File: config.mk
export PLATFORM = sky130hd
export DESIGN_NAME = des3_cbc_sequencer
export DESIGN_NICKNAME = d
export VERILOG_FILES = /design/src/rtl/des3_cbc_sequencer.sv
export SDC_FILE = /design/constraint.sdc
export NUM_CORES = 1
export LEC_CHECK = 0
export CAP_MARGIN = 0
export CORE_ASPECT_RATIO = 1.1
export CORE_MARGIN = 8
export CORE_UTILIZATION = 36
export DETAILED_ROUTE_END_ITERATION = 12
export GPL_TIMING_DRIVEN = 0
export HOLD_SLACK_MARGIN = 0.03
export PLACE_DENSITY = 0.8
export SLEW_MARGIN = 5
export SYNTH_ARGS = -nofsm -noshare
export SYNTH_HDL_FRONTEND = slang
export SYNTH_SLANG_ARGS = --single-unit
File: constraint.sdc
create_clock -name wb_clk_i -period 1.6 [get_ports wb_clk_i]
set_input_delay 0.32 -clock wb_clk_i [delete_from_list [all_inputs] [get_ports wb_clk_i]]
set_output_delay 0.32 -clock wb_clk_i [all_outputs]
set_load 0.05 [all_outputs]
File: src/rtl/des3_cbc_sequencer.sv
// Chaining sequencer in front of the 3DES core: CBC when DES3_CBC_EN is defined, ECB otherwise.
// Block latency is core latency + 2; in_ready is low while a block is in flight or the core's valid level is still high.
module des3_cbc_sequencer #(
  parameter int CNT_W = 16
) (
  input  logic             wb_clk_i,
  input  logic             wb_rst_i,
  input  logic             decrypt,
  input  logic             iv_load,
  input  logic [63:0]      iv,
  input  logic             in_valid,
  output logic             in_ready,
  input  logic [63:0]      in_data,
  output logic             out_valid,
  input  logic             out_ready,
  output logic [63:0]      out_data,
  output logic             core_start,
  output logic [63:0]      core_din,
  output logic             core_decrypt,
  input  logic [63:0]      core_dout,
  input  logic             core_valid,
  output logic [CNT_W-1:0] blk_count
);

  typedef enum logic [1:0] {
    IDLE = 2'd0,
    BUSY = 2'd1,
    OUT  = 2'd2
  } state_t;

  state_t      state;
  state_t      state_nxt;
  logic        accept;
  logic        complete;
  logic        deliver;
  logic        load;
  logic [63:0] din_nxt;
  logic [63:0] dout_nxt;

  always_ff @(posedge wb_clk_i) begin
    if (wb_rst_i) begin
      state <= IDLE;
    end else begin
      state <= state_nxt;
    end
  end

  always_comb begin
    state_nxt = state;
    case (state)
      IDLE:    if (accept)     state_nxt = BUSY;
      BUSY:    if (core_valid) state_nxt = OUT;
      OUT:     if (out_ready)  state_nxt = IDLE;
      default: state_nxt = IDLE;
    endcase
  end

  // Holding in_ready low until core_valid drops keeps a stale level from completing the next block.
  always_comb begin
    in_ready   = 1'b0;
    core_start = 1'b0;
    out_valid  = 1'b0;
    case (state)
      IDLE:    in_ready   = ~core_valid & ~iv_load;
      BUSY:    core_start = 1'b1;
      OUT:     out_valid  = 1'b1;
      default: in_ready   = 1'b0;
    endcase
  end

  assign accept   = in_valid & in_ready;
  assign complete = (state == BUSY) & core_valid;
  assign deliver  = out_valid & out_ready;
  assign load     = (state == IDLE) & iv_load;

`ifdef DES3_CBC_EN
  logic [63:0] chain;
  logic [63:0] hold;

  // core_decrypt doubles as the latched mode of the block in flight.
  always_ff @(posedge wb_clk_i) begin
    if (wb_rst_i) begin
      chain <= '0;
      hold  <= '0;
    end else begin
      if (load) begin
        chain <= iv;
      end else if (complete) begin
        chain <= core_decrypt ? hold : core_dout;
      end
      if (accept) begin
        hold <= in_data;
      end
    end
  end

  assign din_nxt  = decrypt ? in_data : (in_data ^ chain);
  assign dout_nxt = core_decrypt ? (core_dout ^ chain) : core_dout;
`else
  logic unused_iv;
  assign unused_iv = ^iv;
  assign din_nxt   = in_data;
  assign dout_nxt  = core_dout;
`endif

  always_ff @(posedge wb_clk_i) begin
    if (wb_rst_i) begin
      core_din     <= '0;
      core_decrypt <= 1'b0;
      out_data     <= '0;
      blk_count    <= '0;
    end else begin
      if (accept) begin
        core_din     <= din_nxt;
        core_decrypt <= decrypt;
      end
      if (complete) begin
        out_data <= dout_nxt;
      end
      if (load) begin
        blk_count <= '0;
      end else if (deliver) begin
        blk_count <= blk_count + CNT_W'(1);
      end
    end
  end

endmodule
* Yosys cells after proc, flatten, opt, wreduce, memory -nomap -nowiden
Index checks and enable logic that the tools add are counted.
Word-level totals: memories 0, memory bits (read-only) 0, bits in latches 0, flip-flop bits (word level) 147, word-level logic and storage cells 28, RAM bits 0
Cells by class: equal/unequal tests 5, shifts and indexed selects 0, muxes and demuxes 7, add/sub/neg operators 1, multiply operators 0, divide/modulo/power cells 0, bitwise logic cells 7, reduce and logical (&&, ||, !) cells 3, $lt $le $gt $ge 0
Operators by type and width (number):
- $add A16 B1 Y16 const B | 1
- $mux W2 | 3
- $ne A2 B2 Y1 const B | 3
- $pmux W2 S3 | 1
- $and A1 B1 Y1 | 5
- $mux W1 | 3
- $reduce_and A3 Y1 | 1
- $eq A2 B1 Y1 const B | 1
- $eq A2 B2 Y1 const B | 1
- $logic_not A2 Y1 | 1
- $not A1 Y1 | 2
- $reduce_or A2 Y1 | 1

* Depth between registers and ports, before layout
Gate-level depths: netlist of the first run.
depth in word-level cells 6, gate-level depth with buffers 6, depth with buffers taken out 4

* Least setup slack after synthesis of the first run
Ideal clock, no wire load.
path kind flip-flop to flip-flop, start register state[1], end register core_din[14], period minus slack after synthesis 2.227 ns, data required time 1.468 ns, setup slack -0.627 ns, library setup time 0.132 ns, path buffers 2, cell stages (with the launch flop) 7, arrival 2.095 ns, path through dfxtp_1 > nor4_2 > nand2_1 > buf_2 > clkbuf_1 > nand2_1 > a21oi_1
On the way: word-level cells in the longest chain between the ends 3
Ends and longest elaborated chain:
- start: declaration | line 31 | state_t state;
- start signal: assignment | line 44 | state <= state_nxt;
- $logic_not A2 Y1 | line 63 | case (state)
- $mux W1 | line 63
- net in_ready | line 12 | output logic in_ready,
- $and A1 B1 Y1 | line 71 | assign accept = in_valid & in_ready;
- end signal: assignment | line 114 | core_din <= din_nxt;
- end: declaration | line 18 | output logic [63:0] core_din,
The timed path passes the listed nets, and every way through them passes these cells. A chain may end at the register's enable or synchronous reset.

* Worst setup path in the final report of the first run
start register state[0], end output port in_ready
On the way: word-level cells in the longest chain between the ends 2
Ends and longest elaborated chain (line):
- $logic_not A2 Y1 | 63
- $mux W1 | 63
- end: declaration | 12
Every way passes these cells.

==> key figures, run 1 <==
Drt
  – Metal3 WL: between 2 and 2.5 mm
  – Routed len/inst: around 17 um
  – Met1 WL: roughly 7.6 mm
  – Drt total wl: between 15 and 20 mm
  – Vias per std cell: 4.71
  – Top sig layer: met5
  – Total number of vias: 5491
  – Drt drc: 0
  – Antenna-violating nets left: 0
  – DR pass1 iterations: 4
  – Routed met2 length: ~9.2 mm
  – Initial DRC count: about 220

Placed design
  – Port bufs: approximately 280
  – Placed cell area: between 8000 and 9000 um^2
  – Cells after DPL: between 1000 and 1500
  – Hpwl dp: 14.7 mm
  – Routability cong.: around 0.80

Timing
  – Max frequency: around 630 MHz
  – RSZ-0062 raised after global routing: yes
  – Final Hold Viols: 0
  – Min Tclk post-route: around 1.6 ns
  – Part of the cycle the worst path needs: between 90% and 100%
  – Slew Viols, Final: 0
  – Fin Hold WS: 0.332 ns
  – Skew final: around 0.0082 ns
  – Finish-stage setup viols: 0
  – Least-Margin Pin Slew: about 0.61 ns
  – Slew headroom: 59.4%

Worst hold path
  – Min-delay worst type: primary input to flop
  – Hold wc startpoint: core_valid

Die
  – Starting Density: 36.7%
  – I/O Pins: between 300 and 400
  – Die H: ~140 um
  – Area of the die: 18800 um^2
  – DIE WIDTH: 132 um
  – CORE AREA: 14400 um^2
  – Row cnt: 46

Outcome
  – Status: finished clean

Worst setup path
  – CP Data Arrival Time: roughly 1.3 ns
  – Critical path endpoint category: primary output
  – Critical Path Start: state[0]$_SDFFE_PP0P_
  – R2r startpoint: state[1]$_SDFFE_PP0P_
  – CP startpoint kind: flop
  – Max FO, Critical Path: 5
  – Worst endpoint required time: 1.28 ns
  – Critical path class: flop to primary output

Layout
  – FILL cells: around 1300
  – Fin cells: between 1000 and 1500
  – Nets: 1162
  – Design Area, Final: 8870 um^2
  – Antenna Cells: 0
  – Fraction of layout cells with a size suffix above 1: 23.4%
  – Synth-to-layout area growth: 67.9%

Logic synthesis
  – Yosys top cell area share: between 50% and 60%
  – Avg Inst Size Synth: around 8.0 um^2
  – Sequential share of the synthesized area: between 50% and 60%
  – Flop and latch count out of synthesis: roughly 150
  – Area leader, netlist: dfxtp_1
  – Async S/R FF share, synth: 0%
  – Top cells by area, synth: dfxtp_1 (56%), nand2_1 (19%), a21oi_1 (13%)
  – Post-synth net total: 859
  – Syn. warnings: 0
  – Mapped Cells: approximately 660
  – Most common flop cell mapped by yosys: dfxtp_1
  – Synth unique cells: 31
  – Mapped Area: around 5300 um^2
  – Post-synth EDFFs: 0

GRT
  – Number of global-route vias before repair: roughly 5400
  – Total track usage: between 20% and 30%
  – First-pass GRT wire length: 29.7 mm
  – Initial antenna violation count: 1
  – Largest net degree at the start of global routing: 17
  – Gr ovfl total: 0

Clocking
  – Num CTS Buffers: 17
  – Worst-skew pair later-pin latency: about 0.41 ns
  – Worst-path clk slew: 0.05 ns
  – H-tree depth: 4
  – Clock Tree Root: clkbuf_16
  – Max Root-Sink Buffers: 2
  – CTS Hold Buffers Added: 0
  – CTS tree: built
  – Clock sinks: around 150

Pwr
  – PD cells: roughly 990 nW/um^2
  – Maximum VDD drop: 0.000714 V
  – Leakage: roughly 3.3 nW

Flow run
  – Max cap viols: 0
## through the flow
stage	setup WS [ns]	power (W)	util [%]	TNS, ns
4_1_cts	-0.0792	0.00884	63.2	-0.0792
2_1_floorplan	-0.189	0.00438	-	-12.88
6_report	0.0149	0.00874	61.6	0
5_1_grt	-0.0555	0.00907	61.6	-0.141
3_5_place_dp	-0.787	0.00497	58.5	-46.86
3_3_place_gp	-0.799	0.00496	58.5	-45.97
## power by group
| group | switching [W] | leakage (nW) | internal [W] | total (W) |
|---|---|---|---|---|
| combinational | 0.000594 | 1.80 | 0.000476 | 0.00107 |
| sequential | 0.0000422 | 1.19 | 0.00374 | 0.00379 |
| clock | 0.00155 | 0.279 | 0.00233 | 0.00388 |
| total | 0.00219 | 3.27 | 0.00655 | 0.00874 |
## cell type report
type / count / area [um^2] / area share [%]
clock inverters: 13 / 134 / 1.51
plain buffers: 48 / 343 / 3.87
flip-flops and latches: 147 / 2960 / 33.3
repair buffers: 284 / 2640 / 29.7
inverters: 1 / 3.75 / 0.0423
well taps: 192 / 240 / 2.71
multi-input cells: 463 / 2110 / 23.8
clock buffers: 19 / 443 / 5.00
## Yosys cell counts, types with 2 or more instances
library cell	instances
nand2_1	264
dfxtp_1	147
a21oi_1	135
clkbuf_1	29
nor2_1	12
buf_4	8
nand4_1	7
xor2_1	7
buf_2	6
buf_6	5
nand3_1	5
and2_1	4
o21ai_0	4
or3_1	4
and3_1	2
and4_1	2
nand2b_1	2
nor2b_1	2
xnor2_1	2
## worst max-delay path, cell delays in order (launching register included)
cell and delay (ns):
dfxtp_2 0.34, nor4_4 0.30, buf_6 0.21
## layer usage
layer | vias to the layer above | track usage (%)
met5 | - | 0
met4 | 2 | 6.23
met3 | 19 | 10.7
met2 | 242 | 33.6
met1 | 2485 | 21.3
li1 | 2743 | -
## repair_timing
item,in CTS,in global routing
endpoints found under the setup margin,181,126
resized for setup,395,84
buffers inserted,0,3
pin swaps,1,3
## sequential cells by signal (all words and copies together) (netlist names)
| register | flops |
|---|---|
| core_decrypt | 1 |
| out_data | 64 |
| state | 2 |
| blk_count | 16 |
| core_din | 64 |
## layout by cell type, fill, tap and decap left out, types with 4 or more instances in the layout
| cell type | n |
|---|---|
| buf_4 | 9 |
| o21ai_0 | 4 |
| clkbuf_16 | 17 |
| clkdlybuf4s15_2 | 81 |
| clkbuf_2 | 67 |
| clkbuf_1 | 19 |
| nand3_1 | 5 |
| nand2_1 | 263 |
| a21oi_2 | 4 |
| xor2_1 | 7 |
| clkdlybuf4s50_1 | 131 |
| buf_6 | 8 |
| clkbuf_8 | 4 |
| or3_1 | 4 |
| dfxtp_1 | 137 |
| a21oi_1 | 131 |
| dfxtp_2 | 10 |
| nand4_1 | 7 |
| nor2_1 | 12 |
| clkinv_2 | 5 |
## kinds of logic after synthesis
kind of cell    count (synthesis)  share of synthesized area (%)
simple gates                  311                           24.0
flops                         147                           55.7
compound gates                141                           13.5
buf+inv                        49                           4.90
xor+xnor                        9                           1.49
mux                             1                          0.189
fa+ha+maj                       1                          0.237
## path summary, 6_finish.rpt
path,slack [ns],depth (start not counted),end
max,0.01,2,in_ready
min,0.33,3,state[0]$_SDFFE_PP0P_
max reg2reg,0.09,5,blk_count[8]$_SDFFE_PP0P_
min reg2reg,0.45,2,core_din[14]$_SDFFE_PP0P_
Note: power is estimated with default switching activity, not from simulation.
==> inputs of run 2 (changes only) <==
==> constraint.sdc (replaced) <==
create_clock -name wb_clk_i -period 1.6 [get_ports wb_clk_i]
set_input_delay 0.24 -clock wb_clk_i [delete_from_list [all_inputs] [get_ports wb_clk_i]]
set_output_delay 0.24 -clock wb_clk_i [all_outputs]
set_load 0.05 [all_outputs]
==> key figures, run 2 (synthesized netlist as in run 1, its figures left out) <==
Timing
  – Setup total negative slack: 0 ns
  – Part of the cycle the worst path needs: 97.9%
  – Skew final: 0.00931 ns
  – Min Tclk post-route: ~1.6 ns
  – Final Hold Viols: 0
  – Least-Margin Pin Slew: approximately 0.6 ns
  – RSZ-0062 raised after global routing: yes
  – Slew Viols, Final: 0
  – Max frequency: about 640 MHz
  – Setup ws final: about 0.034 ns
  – Fin Hold WS: 0.252 ns
  – Slew headroom: between 50% and 60%
  – Finish-stage setup viols: 0

Placed design
  – Worst slack, placed: -0.627 ns
  – Placed cell area: approximately 8400 um^2
  – Port bufs: 281
  – Routability cong.: between 0.7 and 0.8
  – Hpwl dp: between 10 and 15 mm

GRT
  – Gr ovfl total: 0
  – Initial antenna violation count: 1
  – Total track usage: between 10% and 20%
  – Number of global-route vias before repair: 5407
  – Largest net degree at the start of global routing: 17
  – First-pass GRT wire length: between 20 and 30 mm

Drt
  – Antenna-violating nets left: 0
  – Vias per std cell: approximately 4.7
  – DR pass1 iterations: 4
  – Routed len/inst: roughly 16 um
  – Drt total wl: roughly 19 mm
  – Total number of vias: 5474
  – Initial DRC count: ~250
  – Drt drc: 0

Clocking
  – Worst-skew pair later-pin latency: between 0.4 and 0.5 ns
  – Max Root-Sink Buffers: 2
  – Num CTS Buffers: 17
  – Clock sinks: approximately 150
  – Clock Tree Root: clkbuf_16
  – CTS Hold Buffers Added: 0
  – CTS tree: built
  – H-tree depth: 4
  – Worst-path clk slew: about 0.060 ns
  – Number of setup buffers added after CTS: 0

Layout
  – Design Area, Final: 8820 um^2
  – Multi-input gate area: around 2100 um^2
  – Top Registers: core_din (64), out_data (64), blk_count (16)
  – Antenna Cells: 0
  – Commonest cells after routing, fill and taps aside: nand2_1 (264), dfxtp_1 (137), a21oi_1 (135)
  – FILL cells: approximately 1300
  – Nets: roughly 1200
  – Synth-to-layout area growth: 67.0%
  – Most common cell after layout, fill and taps aside: nand2_1
  – FF/Latch Area: 2960 um^2
  – Fraction of layout cells with a size suffix above 1: roughly 8.8%

Die
  – CORE AREA: roughly 14000 um^2
  – DIE WIDTH: 132 um
  – Die H: about 140 um
  – Area of the die: about 19000 um^2
  – I/O Pins: between 300 and 400
  – Starting Density: a little under two fifths
  – Row cnt: 46

Worst setup path
  – Worst endpoint required time: between 1 and 1.5 ns
  – CP Data Arrival Time: ~1.3 ns
  – Critical path endpoint category: primary output
  – CP max stage cell: dlygate4sd2_1
  – Critical path class: flop to primary output
  – CP max stage delay: 0.57 ns
  – Crit path cell chain: dlygate4sd2_1
  – CP startpoint kind: flop
  – Largest delay share family, worst path: buffers and inverters
  – Max FO, Critical Path: 2
  – CP bufs+invs: 1

Pwr
  – Leakage: ~3.7 nW
  – Maximum VDD drop: roughly 0.00072 V
  – Tot Pwr: around 0.0087 W
  – PD cells: between 900 and 1000 nW/um^2

Flow run
  – Max cap viols: 0

Outcome
  – Status: finished clean

Worst hold path
  – Min-delay worst type: primary input to flop
## run 2: changes by cell type in the layout (fill, tap and decap cells not counted), moves of 2 or more
cell	change
dlygate4sd2_1	+122
clkdlybuf4s15_2	-78
clkbuf_2	-57
clkdlybuf4s15_1	+11
a21oi_1	+4
a21oi_2	-4
buf_8	-3
clkbuf_4	+2
## run 2: layout make-up
class                   count  share of cell area (%)
multi-input cells         463                    23.7
inverters                   1                  0.0425
flip-flops and latches    147                    33.5
clock buffers              19                    5.02
plain buffers              47                    3.60
clock inverters            13                    1.52
repair buffers            281                    29.9
well taps                 192                    2.72
## run 2: final timing paths
check	end	startpoint	slack (ns)	depth (start not counted)
max	core_din[20]	core_din[20]$_SDFFE_PP0P_	0.03	1
min	state[0]$_SDFFE_PP0P_	core_valid	0.25	3
max reg2reg	blk_count[15]$_SDFFE_PP0P_	state[1]$_SDFFE_PP0P_	0.12	5
min reg2reg	core_din[14]$_SDFFE_PP0P_	core_din[14]$_SDFFE_PP0P_	0.45	2
## run 2: where the power goes
group / switching (W) / internal (W) / leakage [nW]
Combinational: 0.000587 / 0.000462 / 2.26
Clock: 0.00156 / 0.00233 / 0.279
Sequential: 0.0000389 / 0.00374 / 1.19
## run 2: metal layers
metal  share of wire [%]  up-vias  global-route usage, %  wire (um)
li1                    -     2739                      -          -
met5               0.068        -                      0         13
met3                  12       19                   10.5       2220
met2                  47      239                   32.8       8900
met1                  40     2475                   21.3       7680
met4                 1.6        2                   6.78        301
## run 2: timing repair
action	CTS	global route
pin swaps	0	0
endpoints found under the setup margin	180	78
gates resized for setup	180	29
cloned	0	0
## run 2: metrics by stage
| stage | instances | util (%) |
|---|---|---|
| floorplan | 659 | - |
| global placement | 1132 | 58.5 |
| detailed placement | 1132 | 58.5 |
| CTS | 1164 | 61.3 |
| global route | 1163 | 61.3 |
| finish | 1163 | 61.3 |
==> inputs of run 3 (changes only) <==
--- a/config.mk
+++ b/config.mk
@@ -12,7 +12,7 @@
 export DETAILED_ROUTE_END_ITERATION = 12
 export GPL_TIMING_DRIVEN = 0
 export HOLD_SLACK_MARGIN = 0.03
-export PLACE_DENSITY = 0.8
+export PLACE_DENSITY = 0.92
 export SLEW_MARGIN = 5
 export SYNTH_ARGS = -nofsm -noshare
 export SYNTH_HDL_FRONTEND = slang
==> key figures, run 3 (synthesized netlist as in run 1, its figures left out) <==
Worst setup path
  – Worst R2R End: core_din[45]$_SDFFE_PP0P_
  – Critical path endpoint category: primary output
  – R2r startpoint: state[0]$_SDFFE_PP0P_
  – Worst endpoint required time: around 1.4 ns
  – CP Data Arrival Time: approximately 1.3 ns
  – Critical path class: flop to primary output
  – CP startpoint kind: flop
  – FF-to-FF path depth: 7
  – R2r setup slk: around 0.090 ns
  – Max FO, Critical Path: 5

Placed design
  – Cells after DPL: 1132
  – Worst slack, placed: -0.670 ns
  – Placed cell area: 8410 um^2
  – Routability cong.: between 0.7 and 0.8
  – Port bufs: between 200 and 300
  – Hpwl dp: around 15 mm

Die
  – I/O Pins: 347
  – Starting Density: 36.7%
  – Area of the die: 18800 um^2
  – DIE WIDTH: 132 um
  – Row cnt: 46
  – Die H: 143 um
  – CORE AREA: around 14000 um^2

Timing
  – Min Tclk post-route: 1.56 ns
  – Least-Margin Pin Slew: 0.718 ns
  – Slew Viols, Final: 0
  – Skew final: 0.00638 ns
  – Max frequency: ~640 MHz
  – Setup total negative slack: 0 ns
  – Setup ws final: roughly 0.038 ns
  – Finish-stage setup viols: 0
  – Slew headroom: 52.1%
  – Final Hold Viols: 0
  – Part of the cycle the worst path needs: between 90% and 100%
  – RSZ-0062 raised after global routing: yes

Worst hold path
  – Min-delay worst type: primary input to flop
  – Hold path endpoint: state[0]$_SDFFE_PP0P_
  – Hold wc startpoint: core_valid
  – Hold Crit Depth: 3

Layout
  – FILL cells: about 1200
  – Most common cell after layout, fill and taps aside: nand2_1
  – Design Area, Final: 8860 um^2
  – Finished Core Util: 61.6%
  – Commonest cells after routing, fill and taps aside: nand2_1 (263), dfxtp_1 (137), a21oi_1 (135)
  – Fraction of layout cells with a size suffix above 1: 8.87%
  – Fin cells: about 1200
  – Top Registers: core_din (64), out_data (64), blk_count (16)
  – Nets: 1159
  – Synth-to-layout area growth: 67.8%
  – Antenna Cells: 0

Clocking
  – Max Root-Sink Buffers: 2
  – H-tree depth: 4
  – Clock sinks: ~150
  – Worst-skew pair later-pin latency: around 0.41 ns
  – CTS tree: built
  – CTS Hold Buffers Added: 0
  – Clock Tree Root: clkbuf_16
  – Num CTS Buffers: 17
  – Worst-path clk slew: roughly 0.050 ns

Drt
  – Vias per std cell: 4.75
  – DR pass1 iterations: 4
  – Routed len/inst: between 15 and 20 um
  – Drt total wl: around 19 mm
  – Total number of vias: between 5000 and 6000
  – Antenna-violating nets left: 0
  – Initial DRC count: ~270
  – Drt drc: 0

GRT
  – First-pass GRT wire length: 29.1 mm
  – Total track usage: between 15 and 20%
  – Gr ovfl total: 0
  – Initial antenna violation count: 1
  – Number of global-route vias before repair: 5510
  – Largest net degree at the start of global routing: 17

Pwr
  – Switching Fraction: 23.8%
  – Register share of total power: between 40% and 50%
  – Int Pwr: just under 0.007 W
  – Maximum VDD drop: between 0.0006 and 0.0007 V
  – PD cells: between 900 and 1000 nW/um^2
  – Leakage: ~3.8 nW
  – NetSw: between 0.002 and 0.0025 W
  – Logic pwr share: roughly an eighth
  – Power share of the clock group: a little under half

Flow run
  – Max cap viols: 0

Outcome
  – Status: finished clean
## run 3: changes by cell type in the layout (fill, tap and decap cells not counted), moves of 2 or more
cell             before  now
dlygate4sd2_1       123  127
buf_6                 9    6
clkdlybuf4s15_1      14   11
clkinvlp_4            3    0
buf_4                 8   10
buf_8                 0    2
clkinv_2              5    3
## run 3: cell type report
class	instances	area, um^2	area share, %
repair buffers	282	2640	29.8
multi-input cells	463	2100	23.7
clock inverters	9	131	1.48
inverters	1	3.75	0.0423
plain buffers	47	334	3.77
clock buffers	21	460	5.19
well taps	192	240	2.71
flip-flops and latches	147	2960	33.3
## run 3: worst max-delay path, cell delays in order (launching register included)
cell and delay, ns:
dfxtp_2 0.35, nor4_4 0.35, buf_6 0.22
## run 3: what timing repair did
action	in CTS	in global routing
buffers inserted	0	1
setup endpoints to repair	184	109
resized for setup	180	30
## run 3: stage by stage
stage / total power (W) / hold WS [ns]
2_1_floorplan: 0.00438 / 0.376
6_report: 0.00883 / 0.255
5_1_grt: 0.00914 / 0.306
4_1_cts: 0.00890 / 0.345
3_5_place_dp: 0.00497 / 0.445
3_3_place_gp: 0.00496 / 0.438
## run 3: per-layer routing
layer  wire length, um  vias up  global-route usage [%]
met3              2130       20                    9.70
met1              7220     2530                    19.7
li1                  -     2740                       -
met4               263        2                    6.05
met5                13        -                       0
met2              9180      227                    34.4
## run 3: worst max-delay path by stage
stage | start | endpoint | cells past startpoint
after floorplan | state[0]$_SDFFE_PP0P_ | core_din[14]$_SDFFE_PP0P_ | 6
after global placement | core_valid | in_ready | 3
after detailed placement | core_valid | in_ready | 3
after CTS | core_valid | in_ready | 3
after global routing | state[0]$_SDFFE_PP0P_ | in_ready | 2
final | state[0]$_SDFFE_PP0P_ | in_ready | 2
## run 3: power groups by stage
| stage | clock (W) | combinational [W] | sequential (W) |
|---|---|---|---|
| final | 0.00399 | 0.00106 | 0.00379 |
| after CTS | 0.00406 | 0.00106 | 0.00379 |
| after floorplan | 0 | 0.000242 | 0.00414 |
| after global placement | 0 | 0.00110 | 0.00386 |
| after detailed placement | 0 | 0.00111 | 0.00387 |
| after global routing | 0.00422 | 0.00112 | 0.00379 |
